<file path="config.mk">
export PLATFORM = sky130hd
export DESIGN_NAME = viterbi_stream_decoder
export DESIGN_NICKNAME = d
export VERILOG_FILES = /design/src/rtl/viterbi_stream_decoder.sv
export SDC_FILE = /design/constraint.sdc
export NUM_CORES = 1
export LEC_CHECK = 0
export ABC_CLOCK_PERIOD_IN_PS = 7830
export CAP_MARGIN = 5
export CORE_ASPECT_RATIO = 0.5
export CORE_UTILIZATION = 40
export DETAILED_ROUTE_END_ITERATION = 7
export GPL_TIMING_DRIVEN = 0
export PLACE_DENSITY_LB_ADDON = 0.25
export SLEW_MARGIN = 25
export SYNTH_ARGS = -nofsm -noshare
export SYNTH_HDL_FRONTEND = slang
export SYNTH_SLANG_ARGS = --single-unit
</file>
<file path="constraint.sdc">
create_clock -name sys_clk -period 7.83 [get_ports sys_clk]
set_clock_uncertainty 0.15 [all_clocks]
set_input_delay 1.566 -clock sys_clk [delete_from_list [all_inputs] [get_ports sys_clk]]
set_output_delay 1.566 -clock sys_clk [all_outputs]
set_load 0.02 [all_outputs]
</file>
<file path="src/rtl/viterbi_stream_decoder.sv">
// Streaming rate-1/N soft-decision Viterbi decoder with register-exchange survivors.
// Decisions are emitted TB symbols late while running; i_last drains the remaining survivor bits.
module viterbi_stream_decoder #(
  parameter int             K    = 3,
  parameter int             N    = 2,
  parameter int             Q    = 3,
  parameter int             TB   = 15,
  parameter logic [N*K-1:0] POLY = 6'b111_101,
  parameter bit             TERM = 1'b0,
  parameter int             PMW  = 10
) (
  input  logic           sys_clk,
  input  logic           rst,
  input  logic [N*Q-1:0] i_sym,
  input  logic           i_valid,
  input  logic           i_last,
  output logic           i_ready,
  output logic           o_bit,
  output logic           o_valid,
  output logic           o_last,
  input  logic           o_ready
);
  // state | meaning
  // RUN   | accept symbols; emit the oldest decision once the survivors are full
  // FLUSH | latch drain state and pointer, then drain survivor bits oldest-first
  typedef enum logic {RUN, FLUSH} state_t;

  localparam int S  = K - 1;
  localparam int NS = 1 << S;
  localparam int FW = $clog2(TB + 1);
  localparam int PW = $clog2(TB);
  localparam logic [Q-1:0]   QMAX     = '1;
  localparam logic [PMW-1:0] PM_INIT  = PMW'(K * N * ((1 << Q) - 1));
  localparam logic [FW-1:0]  FILL_MAX = FW'(TB);

  // Metrics wrap, so ordering is the sign of the modular difference.
  function automatic logic better(input logic [PMW-1:0] a, input logic [PMW-1:0] b);
    logic [PMW-1:0] d;
    d = a - b;
    return d[PMW-1];
  endfunction

  state_t         state_q, state_d;
  logic [PMW-1:0] pm      [NS];
  logic [PMW-1:0] pm_nxt  [NS];
  logic [TB-1:0]  sur     [NS];
  logic [TB-1:0]  sur_nxt [NS];
  logic [PMW-1:0] bm      [2*NS];
  logic [PMW-1:0] acc;
  logic [PMW-1:0] best_pm;
  logic [S-1:0]   best, sel;
  logic [FW-1:0]  fill;
  logic [PW-1:0]  ptr;
  logic           lat_pend, accept, flush_load, out_free;

  // Branch metric indexed by the full encoder register {u, pred}.
  always_comb begin
    acc = '0;
    for (int r = 0; r < 2 * NS; r++) begin
      acc = '0;
      for (int j = 0; j < N; j++) begin
        if (^(POLY[(N - j) * K - 1 -: K] & K'(r)))
          acc = acc + PMW'(QMAX - i_sym[(N - j) * Q - 1 -: Q]);
        else
          acc = acc + PMW'(i_sym[(N - j) * Q - 1 -: Q]);
      end
      bm[r] = acc;
    end
  end

  for (genvar t = 0; t < NS; t++) begin : g_acs
    localparam logic [S-1:0] TV = S'(t);
    localparam logic [S-1:0] P0 = {TV[S-2:0], 1'b0};
    localparam logic [S-1:0] P1 = {TV[S-2:0], 1'b1};
    logic [PMW-1:0] c0, c1;
    logic           pick1;
    assign c0         = pm[P0] + bm[{TV, 1'b0}];
    assign c1         = pm[P1] + bm[{TV, 1'b1}];
    assign pick1      = better(c1, c0);
    assign pm_nxt[t]  = pick1 ? c1 : c0;
    assign sur_nxt[t] = {pick1 ? sur[P1][TB-2:0] : sur[P0][TB-2:0], TV[S-1]};
  end

  always_comb begin
    best    = '0;
    best_pm = pm[0];
    for (int s = 1; s < NS; s++) begin
      if (better(pm[s], best_pm)) begin
        best    = S'(s);
        best_pm = pm[s];
      end
    end
  end

  always_comb begin
    state_d    = state_q;
    out_free   = !o_valid || o_ready;
    i_ready    = 1'b0;
    accept     = 1'b0;
    flush_load = 1'b0;
    case (state_q)
      RUN: begin
        i_ready = !rst && out_free;
        accept  = i_valid && i_ready;
        if (accept && i_last) state_d = FLUSH;
      end
      FLUSH: begin
        flush_load = !lat_pend && out_free;
        if (flush_load && ptr == '0) state_d = RUN;
      end
      default: state_d = RUN;
    endcase
  end

  always_ff @(posedge sys_clk or posedge rst) begin
    if (rst) begin
      state_q  <= RUN;
      o_bit    <= 1'b0;
      o_valid  <= 1'b0;
      o_last   <= 1'b0;
      fill     <= '0;
      sel      <= '0;
      ptr      <= '0;
      lat_pend <= 1'b0;
      for (int s = 0; s < NS; s++) begin
        pm[s]  <= (s == 0) ? '0 : PM_INIT;
        sur[s] <= '0;
      end
    end else begin
      state_q <= state_d;
      if (o_valid && o_ready) begin
        o_valid <= 1'b0;
        o_last  <= 1'b0;
      end
      if (accept) begin
        if (fill == FILL_MAX) begin
          o_bit   <= sur[best][TB-1];
          o_valid <= 1'b1;
          o_last  <= 1'b0;
        end else begin
          fill <= fill + FW'(1);
        end
        pm       <= pm_nxt;
        sur      <= sur_nxt;
        lat_pend <= i_last;
      end
      // sel must see the metrics of the last symbol, hence one edge after its accept.
      if (lat_pend) begin
        sel      <= TERM ? '0 : best;
        ptr      <= PW'(fill - FW'(1));
        lat_pend <= 1'b0;
      end
      if (flush_load) begin
        o_bit   <= sur[sel][ptr];
        o_valid <= 1'b1;
        o_last  <= (ptr == '0);
        if (ptr == '0) begin
          fill <= '0;
          for (int s = 0; s < NS; s++) begin
            pm[s]  <= (s == 0) ? '0 : PM_INIT;
            sur[s] <= '0;
          end
        end else begin
          ptr <= ptr - PW'(1);
        end
      end
    end
  end

endmodule

</file>
==> results.yml, run 1 <==
yosys:
  ys.flop_type: "dfrtp_1"
  netlist_top_cells_count: "a21oi_1 (133), o21ai_0 (127), dfrtp_1 (106), ha_1 (99), mux2i_1 (79)"
  syn_area_sq_mm: 0.00993
  synth_top_area_share_pct: 26.7
  yosysMostFrequentCell: "a21oi_1"
  synth_area_leaders: "dfrtp_1 (27%), ha_1 (12%), mux2i_1 (8.0%)"
  yosys.area.top_type: "dfrtp_1"
  avgSynthCellArea_sq_um: 8.99
  synth-edff-count: 0
  postSynth.asyncResetShare_pct: 100
  synth_warnings: 0
  yosysUniqueCellTypes: 59
  yosys_register_bits: 115
  syn-instance-count: 1105
  syn_nets: 1227
  ys_seq_area_share_pct: 29.1
run:
  maxCapViolations: 0
cells_and_area:
  n_antenna_cell: 0
  nFillCells: 2305
  nets: 1259
  regArea_sq_mm: 0.00289
  multi_input_area_sq_mm: 0.00658
  area_growth_pct: 11.7
  drive_above_1_share_pct: 7.57
placement:
  place_hpwl_mm: 21.7
  io_buffers: 14
  finalWeightedCongestion: 0.903
critical_path:
  r2r_slack_ps: 420
  timing.rr.start: "pm[31]"
  critical_path.endpoint: "sel[0]"
  crit_path_end_kind: "flop"
  critPathArrivalTime_ps: 7540
  worstSetupStartpointType: "flop"
  ff2ff_path_depth: 26
  path_max_fanout: 10
  required_ps: 7960
  r2r-end: "sel[0]"
  crit_type: "flop to flop"
  startpoint: "pm[31]"
sta:
  maxSlewViolCount: 0
  tightest_slew_ps: 891
  post-route-min-period_ps: 7410
  fin_crit_sh_pct: 94.6
  tns_ps: 0
  rsz0062_at_grt: "no"
  relSlewSlack_pct: 40.6
  hold_viol: 0
  fmax_mhz: 135
  finalSetupViolCount: 0
grt:
  grt_max_degree: 69
  antenna_found_initial: 0
  first_global_vias: 8499
  gr-total-overflow: 0
  grt_pass1_wl_mm: 46.3
  grt_use_total_pct: 23.7
drt:
  avgRoutedWirePerCell_um: 19.4
  vias: 8533
  ant_nets: 0
  totalWireLength_mm: 28.9
  drtIter0Drc: 628
  drc: 0
  first_pass_iters: 5
  viasPerCell: 5.74
cts:
  cts-resized-gates: 0
  root_buffer: "clkbuf_16"
  clock_latency_ps: 430
  postCtsSetupBuffers: 0
  cts_hold_buffers: 0
  cts.sinks: 115
  tritoncts: "done"
  numCtsBuffers: 17
  path_clk_slew_ps: 60
  cts-htree-levels: 4
  cts_buffer_depth: 2
floorplan:
  core_area_sq_mm: 0.0242
  core.rowCount: 40
  die_width_um: 225
  fp.dieH_um: 113
  boundaryPins: 15
  die_area_sq_mm: 0.0255
  initial_utilization_pct: 41.1
hold_path:
  worstHoldStart: "ptr[0]"
  hold_path_class: "flop to flop"
run_status:
  status: "finished clean"
registers in the layout, summed over array words and instances (netlist names):
name	count
sel	2
o_last	1
state_q	1
ptr	4
sur	60
pm	40
fill	4
o_bit	1
lat_pend	1
o_valid	1
layer usage:
metal / vias up / GRT usage, % / routed length (um) / share of wire, %
li1: 4051 / - / - / -
met1: 4205 / 31.8 / 13400 / 46
met2: 232 / 40.0 / 13500 / 47
met3: 45 / 3.58 / 1540 / 5.3
met4: 0 / 6.98 / 527 / 1.8
met5: - / 0 / 0 / 0
worst max-delay path, stage by stage (launching register included):
cell       delay (ps)
dfrtp_1           450
inv_1             200
ha_1              260
a2111o_1          420
a2111o_1          450
nand2_1           230
nand2_4           190
mux2i_1           290
ha_1              340
a21o_1            180
a221o_1           320
a221o_2           500
a2111oi_4         420
or3_4             230
xnor2_4           190
buf_2             280
o21ai_0           140
ha_1              340
a211oi_1          280
a21oi_1           110
nor3_1            140
o21ai_0           130
a41oi_1           220
o211a_1           240
and2_1            210
xor2_1            230
a31oi_1           110
how the worst min path moves through the flow:
stage | cells after the start | slack (ps) | to
finish | 1 | 330 | ptr[0]
global route | 1 | 370 | ptr[0]
CTS | 1 | 330 | ptr[0]
detailed placement | 1 | 320 | ptr[0]
global placement | 1 | 320 | ptr[0]
floorplan | 1 | 300 | ptr[0]
cell usage in the layout (no fill, tap or decap), types with 17 or more instances in the layout:
| cell | count |
|---|---|
| a21oi_1 | 132 |
| o21ai_0 | 127 |
| dfrtp_1 | 106 |
| ha_1 | 99 |
| mux2i_1 | 78 |
| nor2_1 | 75 |
| inv_1 | 56 |
| clkbuf_1 | 55 |
| xnor2_1 | 52 |
| nand2_1 | 45 |
| a21o_1 | 40 |
| nand3_1 | 32 |
| xor2_1 | 29 |
| mux4_2 | 19 |
| nor3_1 | 17 |
| clkbuf_16 | 17 |
logic make-up after synthesis:
group,count (synthesis),share of synthesized area (%)
AO/OA/AOI/OAI,342,19.8
XOR/XNOR,82,7.42
adder cells (fa/ha/maj),111,14.9
buffers and inverters,124,4.81
flip-flops,115,29.1
multiplexers,103,12.8
AND/OR/NAND/NOR,228,11.1
per-stage QoR:
stage / utilization, % / setup WS, ps / cell area [sq um] / hold slack [ps] / instances
after detailed placement: 43.5 / 214 / 10500 / 317 / 1456
after floorplan: - / 1350 / 9930 / 298 / 1105
after global routing: 45.9 / 10.7 / 11100 / 372 / 1486
final: 45.9 / 420 / 11100 / 327 / 1486
after CTS: 45.8 / 145 / 11100 / 325 / 1488
after global placement: 43.4 / 334 / 10500 / 316 / 1455
area by class of cell:
class	count	share of cell area, %
inverter	58	2.01
timing repair buffer	15	1.51
clock inverter	11	0.948
buffer	64	2.28
tap	336	3.79
clock buffer	21	4.06
sequential	115	26.1
multi-input combinational	866	59.3
Power of run 1 is left out: the tool's default activity adds up to more than one toggle a clock period on the data nets, which glitch-free logic cannot reach.
==> inputs of run 2 (changes only) <==
--- a/config.mk
+++ b/config.mk
@@ -5,11 +5,13 @@
 export SDC_FILE = /design/constraint.sdc
 export NUM_CORES = 1
 export LEC_CHECK = 0
+export ABC_AREA = 1
 export ABC_CLOCK_PERIOD_IN_PS = 7830
 export CAP_MARGIN = 5
 export CORE_ASPECT_RATIO = 0.5
 export CORE_UTILIZATION = 40
 export DETAILED_ROUTE_END_ITERATION = 7
+export GPL_ROUTABILITY_DRIVEN = 0
 export GPL_TIMING_DRIVEN = 0
 export PLACE_DENSITY_LB_ADDON = 0.25
 export SLEW_MARGIN = 25
==> results.yml, run 2 <==
grt:
  grt_pass1_wl_mm: 51.0
  grt_use_total_pct: 25.8
  antenna_found_initial: 0
  first_global_vias: 9554
  gr-total-overflow: 0
  grt_max_degree: 63
drt:
  drtIter0Drc: 928
  viasPerCell: 5.69
  totalWireLength_mm: 31.8
  drc: 0
  first_pass_iters: 6
  vias: 9770
  avgRoutedWirePerCell_um: 18.5
  ant_nets: 0
sta:
  hold_ws_ps: 359
  hold_viol: 0
  fmax_mhz: 152
  post-route-min-period_ps: 6580
  maxSlewViolCount: 0
  finalSetupViolCount: 0
  relSlewSlack_pct: 40.3
  rsz0062_at_grt: "no"
  tightest_slew_ps: 896
  tns_ps: 0
  fin_crit_sh_pct: 84.1
yosys:
  ys.flop_type: "dfrtp_1"
  yosysUniqueCellTypes: 50
  syn-instance-count: 1334
  avgSynthCellArea_sq_um: 7.55
  yosys_register_bits: 115
  yosysMostFrequentCell: "nand2_1"
  syn_nets: 1456
  synth_area_leaders: "dfrtp_1 (26%), ha_1 (12%), nand2_1 (9.1%)"
  netlist_top_cells_count: "nand2_1 (244), inv_1 (193), a21oi_1 (143), o21ai_0 (108), dfrtp_1 (106)"
  yosys.area.top_type: "dfrtp_1"
  syn_area_sq_mm: 0.0101
  ys_seq_area_share_pct: 28.7
  postSynth.asyncResetShare_pct: 100
  synth_top_area_share_pct: 26.3
  synth_warnings: 0
  synth-edff-count: 0
cts:
  cts-resized-gates: 0
  postCtsSetupBuffers: 0
  cts-htree-levels: 4
  cts_hold_buffers: 0
  tritoncts: "done"
  numCtsBuffers: 17
  path_clk_slew_ps: 60
  root_buffer: "clkbuf_16"
  clock_latency_ps: 440
  cts.sinks: 115
  cts_buffer_depth: 2
critical_path:
  cpMaxStageDelayCell: "clkdlybuf4s50_1"
  path_max_fanout: 10
  required_ps: 8000
  crit_type: "primary input to flop"
  critPathArrivalTime_ps: 6750
  crit_family: "compound AO/OA/AOI/OAI gates"
  critPathMaxStageDelay_ps: 620
  crit_path_end_kind: "flop"
  critPathBufInv: 6
  worstSetupStartpointType: "primary input"
hold_path:
  hold_path_class: "flop to flop"
floorplan:
  initial_utilization_pct: 41.3
  core.rowCount: 40
  boundaryPins: 15
  fp.dieH_um: 114
  die_width_um: 226
  die_area_sq_mm: 0.0259
  core_area_sq_mm: 0.0244
cells_and_area:
  top_register: "sur"
  largest_reg_flops: 60
  final_cells: 1717
  area_growth_pct: 11.4
  most-common-layout-cells: "nand2_1 (244), inv_1 (192), a21oi_1 (143), o21ai_0 (108), dfrtp_1 (106)"
  nFillCells: 2436
  reg_top3: "sur (60), pm (40)"
  drive_above_1_share_pct: 6.37
  final_common_cell: "nand2_1"
  nets: 1490
  n_antenna_cell: 0
run_status:
  status: "finished clean"
run:
  maxCapViolations: 0
placement:
  place_hpwl_mm: 24.8
  io_buffers: 14
  dp.cells: 1685
-- run 2: changes by cell type after synthesis, sizes merged, moves of 33 or more --
cell | before | now
inv | 57 | 201
nor2 | 75 | 42
mux2i | 79 | 0
o211ai | 1 | 100
nand2 | 46 | 251
a21o | 40 | 0
-- run 2: worst reg2reg max path, delay by kind of cell (launching register included) --
kind | cells | cell delay [ps]
adder cells (fa/ha/maj) | 3 | 920
AND/OR/NAND/NOR | 20 | 2550
AO/OA/AOI/OAI | 7 | 1190
flip-flops | 1 | 440
buffers and inverters | 3 | 870
-- run 2: cell families after synthesis --
| group | share of synthesized area [%] |
|---|---|
| compound gates | 24.2 |
| fa+ha+maj | 14.7 |
| flops | 28.7 |
| simple gates | 15.7 |
| buf+inv | 10.4 |
| xor+xnor | 6.41 |
-- run 2: layer usage --
layer / vias up / GRT usage, % / part of all wire (%)
met5: - / 0 / 0
met4: 0 / 9.01 / 2.3
met3: 70 / 4.67 / 6.9
met2: 362 / 40.2 / 44
met1: 4736 / 35.9 / 47
li1: 4602 / - / -
-- run 2: layout make-up --
class	count	area, sq um	area share (%)
multi-input combinational	957	6140	54.7
sequential	115	2890	25.7
clock buffer	23	468	4.17
inverter	202	766	6.83
buffer	60	288	2.56
timing repair buffer	15	168	1.49
tap	336	420	3.75
clock inverter	9	81.3	0.725
-- run 2: path summary, 6_finish.rpt --
| path | from | endpoint | slack (ps) | cells past startpoint |
|---|---|---|---|---|
| setup / recovery | i_sym[1] | pm[1] | 1250 | 25 |
| max in group asynchronous | rst | pm[11] | 5350 | 3 |
| hold / removal | o_last | o_last | 360 | 2 |
| min in group asynchronous | rst | state_q | 1460 | 2 |
| hold reg to reg | o_last | o_last | 360 | 2 |
| setup reg to reg | pm[37] | o_bit | 1580 | 33 |
-- run 2: stage by stage --
| step | area (sq um) | utilization [%] | setup slack, ps |
|---|---|---|---|
| finish | 11200 | 46.0 | 1250 |
| global route | 11200 | 46.0 | 819 |
| CTS | 11200 | 46.0 | 1280 |
| detailed placement | 10700 | 43.8 | 844 |
| global placement | 10600 | 43.6 | 983 |
| floorplan | 10100 | - | 2340 |
Power of run 2 is left out for the same reason.
==> inputs of run 3 (changes only) <==
--- a/config.mk
+++ b/config.mk
@@ -6,7 +6,7 @@
 export NUM_CORES = 1
 export LEC_CHECK = 0
 export ABC_AREA = 1
-export ABC_CLOCK_PERIOD_IN_PS = 7830
+export ABC_CLOCK_PERIOD_IN_PS = 5550
 export CAP_MARGIN = 5
 export CORE_ASPECT_RATIO = 0.5
 export CORE_UTILIZATION = 40
==> constraint.sdc (replaced) <==
create_clock -name sys_clk -period 5.55 [get_ports sys_clk]
set_clock_uncertainty 0.15 [all_clocks]
set_input_delay 1.11 -clock sys_clk [delete_from_list [all_inputs] [get_ports sys_clk]]
set_output_delay 1.11 -clock sys_clk [all_outputs]
set_load 0.02 [all_outputs]
==> results.yml, run 3 (synthesized netlist as in run 2, its figures left out) <==
critical_path:
  required_ps: 5720
  startpoint: "i_sym[2]"
  ff2ff_path_depth: 32
  critPathArrivalTime_ps: 5520
  critical_path.endpoint: "pm[1]"
  crit_type: "primary input to flop"
  worstSetupStartpointType: "primary input"
  crit_path_end_kind: "flop"
  timing.rr.start: "pm[28]"
  path_max_fanout: 10
  r2r_slack_ps: 280
  r2r-end: "o_bit"
grt:
  grt-busiest-layer: "met2"
  gr-usage-met2_pct: 40.5
  gr-total-overflow: 0
  antenna_found_initial: 0
  first_global_vias: 9573
  grt_util_met1_pct: 35.9
  met3_usage_pct: 4.62
  grt_pass1_wl_mm: 51.1
  grt_use_total_pct: 25.8
  grt_max_degree: 63
drt:
  totalWireLength_mm: 32.4
  viasPerCell: 5.65
  first_pass_iters: 6
  avgRoutedWirePerCell_um: 18.7
  ant_nets: 0
  drc: 0
  vias: 9801
  drtIter0Drc: 932
cts:
  path_clk_slew_ps: 50
  cts-htree-levels: 4
  root_buffer: "clkbuf_16"
  cts_buffer_depth: 2
  cts.sinks: 115
  clock_latency_ps: 440
  tritoncts: "done"
  numCtsBuffers: 17
placement:
  place_hpwl_mm: 24.8
  io_buffers: 14
floorplan:
  initial_utilization_pct: 41.3
  core.rowCount: 40
  die_width_um: 226
  fp.dieH_um: 114
  core_area_sq_mm: 0.0244
  boundaryPins: 15
  die_area_sq_mm: 0.0259
sta:
  maxSlewViolCount: 0
  post-route-min-period_ps: 5350
  fmax_mhz: 187
  tightest_slew_ps: 952
  rsz0062_at_grt: "yes"
  hold_viol: 0
  relSlewSlack_pct: 36.6
  hold_ws_ps: 359
  fin_crit_sh_pct: 96.4
  finalSetupViolCount: 0
cells_and_area:
  final_common_cell: "nand2_1"
  area_growth_pct: 16.9
  nets: 1508
  most-common-layout-cells: "nand2_1 (238), inv_1 (185), a21oi_1 (133), o21ai_0 (100), dfrtp_1 (98)"
  top_register: "sur"
  largest_reg_flops: 60
  nFillCells: 2373
  drive_above_1_share_pct: 13.0
  n_antenna_cell: 0
  reg_top3: "sur (60), pm (40)"
run_status:
  status: "finished clean"
run:
  maxCapViolations: 0
hold_path:
  hold_path_class: "flop to flop"
  holdPathStages: 2
## run 3: cell count changes in the layout (fill, tap and decap cells not counted), moves of 6 or more
| cell | change |
|---|---|
| o21ai_0 | -8 |
| dfrtp_1 | -8 |
| buf_4 | +18 |
| a21oi_1 | -10 |
| inv_2 | +6 |
| inv_1 | -7 |
| ha_1 | -8 |
| a21oi_2 | +7 |
| dfrtp_2 | +8 |
| nand2_1 | -6 |
## run 3: worst max-delay path: stages
cell and delay [ps]:
clkdlybuf4s50_1 530, inv_2 70, ha_4 330, inv_2 80, a21oi_4 200, o31ai_4 120, ha_4 260, a21oi_1 150
inv_1 90, a31oi_4 200, nor2_2 80, nand2_2 80, xor2_2 180, ha_1 270, nand2_1 110, nor2_1 70
nand2_1 60, o211ai_1 90, a31oi_2 320, xnor2_2 110, or2_4 260, nand2_8 100, inv_2 50, buf_6 130
buf_6 150, o211ai_1 160, o211ai_1 110
## run 3: how the worst min path moves through the flow
stage / from / to
global route: o_last / o_last
floorplan: sur[12] / sur[12]
finish: o_last / o_last
CTS: o_last / o_last
global placement: o_last / o_last
detailed placement: o_bit / o_bit
## run 3: stage by stage
step / std cells / instance area [sq um] / TNS, ps / worst slack [ps] / util, %
floorplan: 1334 / 10100 / 0 / 519 / -
global placement: 1684 / 10600 / -134590 / -841 / 43.6
detailed placement: 1685 / 10700 / -65630 / -980 / 43.8
CTS: 1717 / 11300 / 0 / 3.43 / 46.6
global route: 1735 / 11800 / -92.0 / -52.5 / 48.3
finish: 1735 / 11800 / 0 / 199 / 48.3
## run 3: cell type report
class	instances	area, sq um	area share (%)
clock inverter	9	81.3	0.690
clock buffer	23	468	3.97
sequential	115	2900	24.6
timing repair buffer	34	320	2.72
inverter	202	768	6.52
buffer	59	300	2.55
multi-input combinational	957	6520	55.4
tap	336	420	3.57
## run 3: what timing repair did
item | 4_1_cts | 5_1_grt
setup endpoints to repair | 95 | 95
gates cloned | 0 | 0
setup buffers | 1 | 18
resized for setup | 37 | 76
hold buffers | 0 | 0
pin swaps | 4 | 17
## run 3: layer usage
metal	vias up	wire (um)
li1	4639	-
met1	4730	14900
met2	365	14300
met3	67	2460
met4	0	761
met5	-	0
Power of run 3 is left out for the same reason.
